## config.mk

```make
export PLATFORM = sky130hd
export DESIGN_NAME = stage_3
export DESIGN_NICKNAME = d
export VERILOG_FILES = /design/src/rtl/stage_3.sv
export SDC_FILE = /design/constraint.sdc
export NUM_CORES = 2
export LEC_CHECK = 0
export CAP_MARGIN = 20
export CORE_MARGIN = 2
export CORE_UTILIZATION = 35
export DETAILED_ROUTE_END_ITERATION = 8
export PLACE_DENSITY_LB_ADDON = 0.12
export SLEW_MARGIN = 20
export SYNTH_ARGS = -nofsm -noshare
export SYNTH_HDL_FRONTEND = slang
export SYNTH_SLANG_ARGS = --single-unit
```

## constraint.sdc

```tcl
create_clock -name clk -period 29.8 [get_ports clk]
set_clock_uncertainty 0.2 [all_clocks]
set_input_delay 8.94 -clock clk [delete_from_list [all_inputs] [get_ports clk]]
set_output_delay 8.94 -clock clk [all_outputs]
set_load 0.005 [all_outputs]
```

## src/rtl/stage_3.sv

```systemverilog
// stage_3 -- low-register update, renormalisation byte emission and
// end-of-frame termination for the range coder.
//
// Ports:
//   clk, reset                  clock; asynchronous active-low reset
//   in_valid, in_ready          stage-2 handshake (in_ready high only in RUN)
//   COMP_mux_1                  CDF: add (initial_range_1 - u) to low
//   bool_flag_1..3              bool_flag_1 selects Boolean mode; 2/3 chain further steps
//   in_symbol_1..3              Boolean symbols; 1 adds pre_low_k to low
//   u                           CDF u value (low RANGE_WIDTH bits used)
//   range_raw                   unnormalised range; its leading zeros give the shift
//   initial_range_1             normalised range before the operation
//   in_d_1..3, pre_low_1..3     Boolean shift counts and low increments
//   flush                       request termination (taken only when in_valid=0)
//   out_valid, out_count        registered result; 0..2 words this cycle
//   out_word_1, out_word_2      pre-carry words (bit 8 = carry), unused slots 0
//   out_done                    one-cycle pulse at the end of termination
module stage_3 #(
  parameter int RANGE_WIDTH = 16,
  parameter int D_SIZE      = 5,
  parameter int LOW_WIDTH   = 32
) (
  input  logic                   clk,
  input  logic                   reset,
  input  logic                   in_valid,
  input  logic                   COMP_mux_1,
  input  logic                   bool_flag_1,
  input  logic                   bool_flag_2,
  input  logic                   bool_flag_3,
  input  logic                   in_symbol_1,
  input  logic                   in_symbol_2,
  input  logic                   in_symbol_3,
  input  logic [RANGE_WIDTH:0]   u,
  input  logic [RANGE_WIDTH-1:0] range_raw,
  input  logic [RANGE_WIDTH-1:0] initial_range_1,
  input  logic [D_SIZE-1:0]      in_d_1,
  input  logic [D_SIZE-1:0]      in_d_2,
  input  logic [D_SIZE-1:0]      in_d_3,
  input  logic [RANGE_WIDTH-1:0] pre_low_1,
  input  logic [RANGE_WIDTH-1:0] pre_low_2,
  input  logic [RANGE_WIDTH-1:0] pre_low_3,
  input  logic                   flush,
  output logic                   in_ready,
  output logic                   out_valid,
  output logic [1:0]             out_count,
  output logic [15:0]            out_word_1,
  output logic [15:0]            out_word_2,
  output logic                   out_done
);

  typedef enum logic [1:0] {RUN, FLUSH, DONE} state_t;

  typedef struct packed {
    logic [LOW_WIDTH-1:0] low;
    logic signed [5:0]    cnt;
    logic [1:0]           n;
    logic [15:0]          w1;
    logic [15:0]          w2;
  } step_t;

  localparam logic signed [5:0]    CNT_INIT = -6'sd9;
  localparam logic [LOW_WIDTH-1:0] FL_ROUND = LOW_WIDTH'(32'h3FFF);
  localparam logic [LOW_WIDTH-1:0] FL_BIT   = LOW_WIDTH'(32'h4000);

  function automatic logic [LOW_WIDTH-1:0] low_mask(input int k);
    return (LOW_WIDTH'(1) << k) - LOW_WIDTH'(1);
  endfunction

  // Leading-zero count of the range; an all-zero range yields 0.
  function automatic logic [D_SIZE-1:0] lzc(input logic [RANGE_WIDTH-1:0] v);
    logic [D_SIZE-1:0]      n;
    logic                   seen;
    logic [RANGE_WIDTH-1:0] t;
    n    = '0;
    seen = 1'b0;
    t    = v;
    for (int unsigned i = 0; i < RANGE_WIDTH; i++) begin
      if (!seen) begin
        if (t[RANGE_WIDTH-1]) seen = 1'b1;
        else                  n = n + D_SIZE'(1);
      end
      t = t << 1;
    end
    if (!seen) n = '0;
    return n;
  endfunction

  // One renormalisation step: emit whole bytes above the counter, then shift.
  function automatic step_t renorm(input logic [LOW_WIDTH-1:0] low,
                                   input logic signed [5:0]    cnt,
                                   input logic [D_SIZE-1:0]    d);
    step_t r;
    int    s, sh_hi, sh_lo;
    r     = '0;
    r.low = low;
    r.cnt = cnt;
    s     = int'(cnt) + int'(d);
    sh_hi = int'(cnt) + 16;
    sh_lo = int'(cnt) + 8;
    if (s >= 8) begin
      r.w1  = 16'(r.low >> sh_hi);
      r.low = r.low & low_mask(sh_hi);
      r.w2  = 16'(r.low >> sh_lo);
      r.low = r.low & low_mask(sh_lo);
      r.n   = 2'd2;
      r.cnt = 6'(s - 16);
    end else if (s >= 0) begin
      r.w1  = 16'(r.low >> sh_hi);
      r.low = r.low & low_mask(sh_hi);
      r.n   = 2'd1;
      r.cnt = 6'(s - 8);
    end else begin
      r.cnt = 6'(s);
    end
    r.low = r.low << d;
    return r;
  endfunction

  // Boolean step chained onto earlier ones; earlier words keep the first slot.
  function automatic step_t bool_step(input step_t                  acc,
                                      input logic                   sym,
                                      input logic [RANGE_WIDTH-1:0] inc,
                                      input logic [D_SIZE-1:0]      d);
    step_t                r;
    logic [LOW_WIDTH-1:0] low;
    low = sym ? acc.low + LOW_WIDTH'(inc) : acc.low;
    r   = renorm(low, acc.cnt, d);
    if (acc.n != 2'd0) begin
      r.w2 = r.w1;
      r.w1 = acc.w1;
      r.n  = (r.n == 2'd0) ? 2'd1 : 2'd2;
    end
    return r;
  endfunction

  state_t               state_q, state_d;
  logic [LOW_WIDTH-1:0] low_q, low_d;
  logic signed [5:0]    cnt_q, cnt_d;
  logic [LOW_WIDTH-1:0] e_q, e_d;
  logic signed [5:0]    ec_q, ec_d;
  logic signed [5:0]    es_q, es_d;
  logic                 valid_q, valid_d;
  logic [1:0]           count_q, count_d;
  logic [15:0]          w1_q, w1_d;
  logic [15:0]          w2_q, w2_d;
  logic                 done_q, done_d;

  step_t                seed, b1, b2, b3, step;
  logic [LOW_WIDTH-1:0] cdf_low;
  int                   fsh;
  logic                 unused_u_msb;

  assign unused_u_msb = u[RANGE_WIDTH];

  always_comb begin
    state_d = state_q;
    low_d   = low_q;
    cnt_d   = cnt_q;
    e_d     = e_q;
    ec_d    = ec_q;
    es_d    = es_q;
    valid_d = 1'b0;
    count_d = 2'd0;
    w1_d    = '0;
    w2_d    = '0;
    done_d  = 1'b0;
    seed    = '0;
    b1      = '0;
    b2      = '0;
    b3      = '0;
    step    = '0;
    cdf_low = '0;
    fsh     = 0;
    case (state_q)
      RUN: begin
        if (in_valid) begin
          if (!bool_flag_1) begin
            cdf_low = COMP_mux_1 ? low_q + LOW_WIDTH'(initial_range_1)
                                   - LOW_WIDTH'(u[RANGE_WIDTH-1:0])
                                 : low_q;
            step = renorm(cdf_low, cnt_q, lzc(range_raw));
          end else begin
            seed.low = low_q;
            seed.cnt = cnt_q;
            b1 = bool_step(seed, in_symbol_1, pre_low_1, in_d_1);
            b2 = bool_flag_2 ? bool_step(b1, in_symbol_2, pre_low_2, in_d_2) : b1;
            b3 = (bool_flag_2 && bool_flag_3)
                 ? bool_step(b2, in_symbol_3, pre_low_3, in_d_3) : b2;
            step = b3;
          end
          low_d   = step.low;
          cnt_d   = step.cnt;
          valid_d = 1'b1;
          count_d = step.n;
          w1_d    = step.w1;
          w2_d    = step.w2;
        end else if (flush) begin
          e_d     = ((low_q + FL_ROUND) & ~FL_ROUND) | FL_BIT;
          ec_d    = cnt_q;
          es_d    = 6'(int'(cnt_q) + 10);
          state_d = FLUSH;
        end
      end
      FLUSH: begin
        if (int'(es_q) > 0) begin
          fsh     = int'(ec_q) + 16;
          valid_d = 1'b1;
          count_d = 2'd1;
          w1_d    = 16'(e_q >> fsh);
          e_d     = e_q & low_mask(fsh);
          es_d    = es_q - 6'sd8;
          ec_d    = ec_q - 6'sd8;
          if (int'(es_q) <= 8) state_d = DONE;
        end else begin
          state_d = DONE;
        end
      end
      DONE: begin
        done_d  = 1'b1;
        low_d   = '0;
        cnt_d   = CNT_INIT;
        state_d = RUN;
      end
      default: state_d = RUN;
    endcase
  end

  always_ff @(posedge clk or negedge reset) begin
    if (!reset) begin
      state_q <= RUN;
      low_q   <= '0;
      cnt_q   <= CNT_INIT;
      e_q     <= '0;
      ec_q    <= '0;
      es_q    <= '0;
      valid_q <= 1'b0;
      count_q <= 2'd0;
      w1_q    <= '0;
      w2_q    <= '0;
      done_q  <= 1'b0;
    end else begin
      state_q <= state_d;
      low_q   <= low_d;
      cnt_q   <= cnt_d;
      e_q     <= e_d;
      ec_q    <= ec_d;
      es_q    <= es_d;
      valid_q <= valid_d;
      count_q <= count_d;
      w1_q    <= w1_d;
      w2_q    <= w2_d;
      done_q  <= done_d;
    end
  end

  assign in_ready   = (state_q == RUN);
  assign out_valid  = valid_q;
  assign out_count  = count_q;
  assign out_word_1 = w1_q;
  assign out_word_2 = w2_q;
  assign out_done   = done_q;

endmodule

```

==> out/metrics.yaml <==
drtPass1Iterations: 9
fin_setup_tns_ps: 0
grt_first_pass_wirelength_um: 412000
unrepaired_setup_endpoints_after_global_routing: "no"
leading_cell_type_in_the_layout_fill_and_taps_excluded: "sky130_fd_sc_hd__nor2_1"
setup_viol: 0
post_cts_hold_buffer_count: 0
postSynthRegisterBits: 119
clock_tree.buffer_depth: 2
synth_area_leader_cell: "sky130_fd_sc_hd__nor2_1"
clk_pin_slew_worst_paths_ps: 70
finalHoldViolCount: 0
dr_wl_met2_um: 123000
synth-main-ff-cell: "sky130_fd_sc_hd__dfrtp_1"
via_count: 60047
worstSetupPathType: "in2reg"
min_to: "es_q[2]$_DFFE_PN0P_"
place.gp.congestion: 1.08
cts_tree: "built"
critical_path.most_common_cell: "sky130_fd_sc_hd__ha_1"
count_of_buffers_inserted_at_the_top_level_ports: 158
netlist_area_um2: 45000
post_synth.cell_area_avg_um2: 6.41
synth_cell_types: 119
die_height_um: 363
synth.top_cells.by_area: "sky130_fd_sc_hd__nor2_1 (7.3%), sky130_fd_sc_hd__mux2i_1 (6.4%), sky130_fd_sc_hd__dfrtp_1 (6.3%)"
netlist.area_leader.share_pct: 7.27
end_kind: "register"
grt.overflow.total: 0
via_count_of_the_first_global_routing_pass: 54712
worst_setup_slack_final_ps: 3330
post_cts_resized: 0
post_cts.repair.setup_buffers: 0
detailed_place_hpwl_um: 236000
max-slew-margin-rel_pct: 11.7
cts.sinks: 119
initialDrtViolationCount: 8509
mappedNetlistNets: 7326
met1Wirelength_um: 118000
reg2reg_depth: 48
total_global_routing_track_utilization_pct: 42.8
place_worst_setup_slack_ps: 3520
die_area_um2: 132000
cp_max_fo: 35
timing.fmax_mhz: 37.8
min_delay_path_depth: 2
core_um2: 128000
worst-endpoint-arrival_ps: 26550
via_density: 7.01
top_level_ports: 160
crit_path_top_delay_cell: "sky130_fd_sc_hd__nor4_1"
yosys_warning_count: 0
regToRegEndpoint: "out_word_1[3]$_DFF_PN0_"
dr.max_layer_used: "met5"
final_antenna_net_count: 0
cap_violations: 0
finalNetCount: 7185
grt_antenna_before_repair: 18
die-width_um: 363
met3_wirelength_um: 28400
rows: 131
drt_drc_violations_left: 8
synth.yosys.seq_area_share_pct: 6.63
drt-wirelength-per-cell_um: 34.4
r2r_setup_slack_ps: 11730
clock_tree.htree_level_count: 4
share_of_final_layout_standard_cells_stronger_than_drive_strength_1_pct: 8.58
holdCritStartpoint: "es_q[2]$_DFFE_PN0P_"
reg_to_reg_start: "cnt_q[1]$_DFFE_PN1P_"
run_status: "finished with violations"
cts-root-buf: "sky130_fd_sc_hd__clkbuf_16"
synthesis.instances: 7025
period_share_pct: 88.8
slew_viol_final: 0
worst_setup_path_start_kind: "primary input"
max_slew.worst_pin.slew_ps: 1320
asyncSetResetFlopFracSynth_pct: 100
cts-buffers-inserted: 17
worst_ep_required_time_ps: 29890
failed_checks: "DRC"
finalCriticalPeriod_ps: 26470
initial_core_util_pct: 35.3
min-delay-path-class: "reg2reg"
clk-insertion-delay-late_ps: 450
synth_enable_flop_cells: 0
pin_count_of_the_biggest_net_entering_global_routing: 67
finalWirelength_um: 295000
timing.critical_path.slowest_cell_delay_ps: 880
top_library_cells_by_usage_in_the_layout_fill_and_taps_aside: "sky130_fd_sc_hd__nor2_1 (868), sky130_fd_sc_hd__nand2_1 (734), sky130_fd_sc_hd__a21oi_1 (566)"
flow.area_growth_from_synthesis_pct: 9.16
-- per-stage QoR --
| step | hold WS (ps) | cell area [um2] | instances | utilization [%] |
|---|---|---|---|---|
| 6_report | 288 | 49200 | 8564 | 38.5 |
| 5_1_grt | 299 | 49100 | 8560 | 38.5 |
| 4_1_cts | 284 | 49100 | 8558 | 38.5 |
| 3_5_place_dp | 268 | 48500 | 8526 | 38.0 |
| 3_3_place_gp | 257 | 48500 | 8526 | 38.0 |
| 2_1_floorplan | 237 | 45000 | 7025 | - |
-- kinds of logic (layout without fill, tap and decap cells) --
group	count (synthesis)	after routing	synth area share, %
mux	403	403	10.6
other cells	0	5	0
flops	119	119	6.63
compound gates	2616	2616	38.8
fa+ha+maj	182	182	5.42
simple gates	2732	2732	28.2
buf+inv	794	666	6.82
xor+xnor	179	179	3.52
-- sequential cells by signal, indices dropped and copies added (netlist names) --
name        count
cnt_q           6
out_done        1
e_q            32
ec_q            5
out_word_2     16
low_q          32
out_word_1     16
state_q         2
out_valid       1
out_count       2
es_q            6
-- routing by layer --
metal  up-vias  global-route usage [%]
li1      26267                       -
met4         6                    29.5
met3       817                    7.19
met2      3864                    64.5
met1     29093                    55.5
met5         -                       0
-- worst max-delay path by stage --
stage               from                       to  slack (ps)  depth (start not counted)
2_1_floorplan  in_d_1[0]  out_word_2[1]$_DFF_PN0_        8280                         59
3_3_place_gp   in_d_1[1]  out_word_1[3]$_DFF_PN0_        3780                         56
3_5_place_dp   in_d_1[1]  out_word_1[3]$_DFF_PN0_        3520                         56
4_1_cts        in_d_1[1]  out_word_1[3]$_DFF_PN0_        3920                         56
5_1_grt        in_d_1[1]  out_word_1[3]$_DFF_PN0_        2710                         55
6_report       in_d_1[1]  out_word_1[3]$_DFF_PN0_        3330                         50
-- critical path: cells and delay by family --
kind	cells	cell delay (ps)
multiplexers	1	360
AND/OR/NAND/NOR	16	5140
AO/OA/AOI/OAI	21	8460
XOR/XNOR	1	200
adder cells (fa/ha/maj)	5	1550
buffers and inverters	6	1840
-- Yosys cell counts (all sizes together) (49+ instances only) --
cell type and n:
a211oi 186, a21o 84, a21oi 571, a221oi 55, a22oi 53, a31oi 156, and2 73, and3 58
buf 135, clkbuf 436, dfrtp 114, ha 155, inv 215, mux2 66, mux2i 286, mux4 51
nand2 735, nand2b 72, nand3 244, nand4 58, nor2 872, nor2b 57, nor3 268, nor4 58
o211ai 121, o21a 52, o21ai 584, o22ai 95, o31ai 111, or2 49, or3 82, xnor2 140
-- final cells by class --
| type | instances | area (um2) |
|---|---|---|
| Clock buffer | 17 | 425 |
| Clock inverter | 15 | 180 |
| Sequential cell | 119 | 3000 |
| Inverter | 223 | 841 |
| Tap cell | 1662 | 2080 |
| Antenna cell | 5 | 12.5 |
| Timing Repair Buffer | 411 | 3450 |
| Multi-Input combinational cell | 6112 | 39200 |
| Fill cell | 14064 | 78500 |
Power is not shown: default switching activity piles up to over one toggle a cycle in this logic, so the estimate is an artifact.
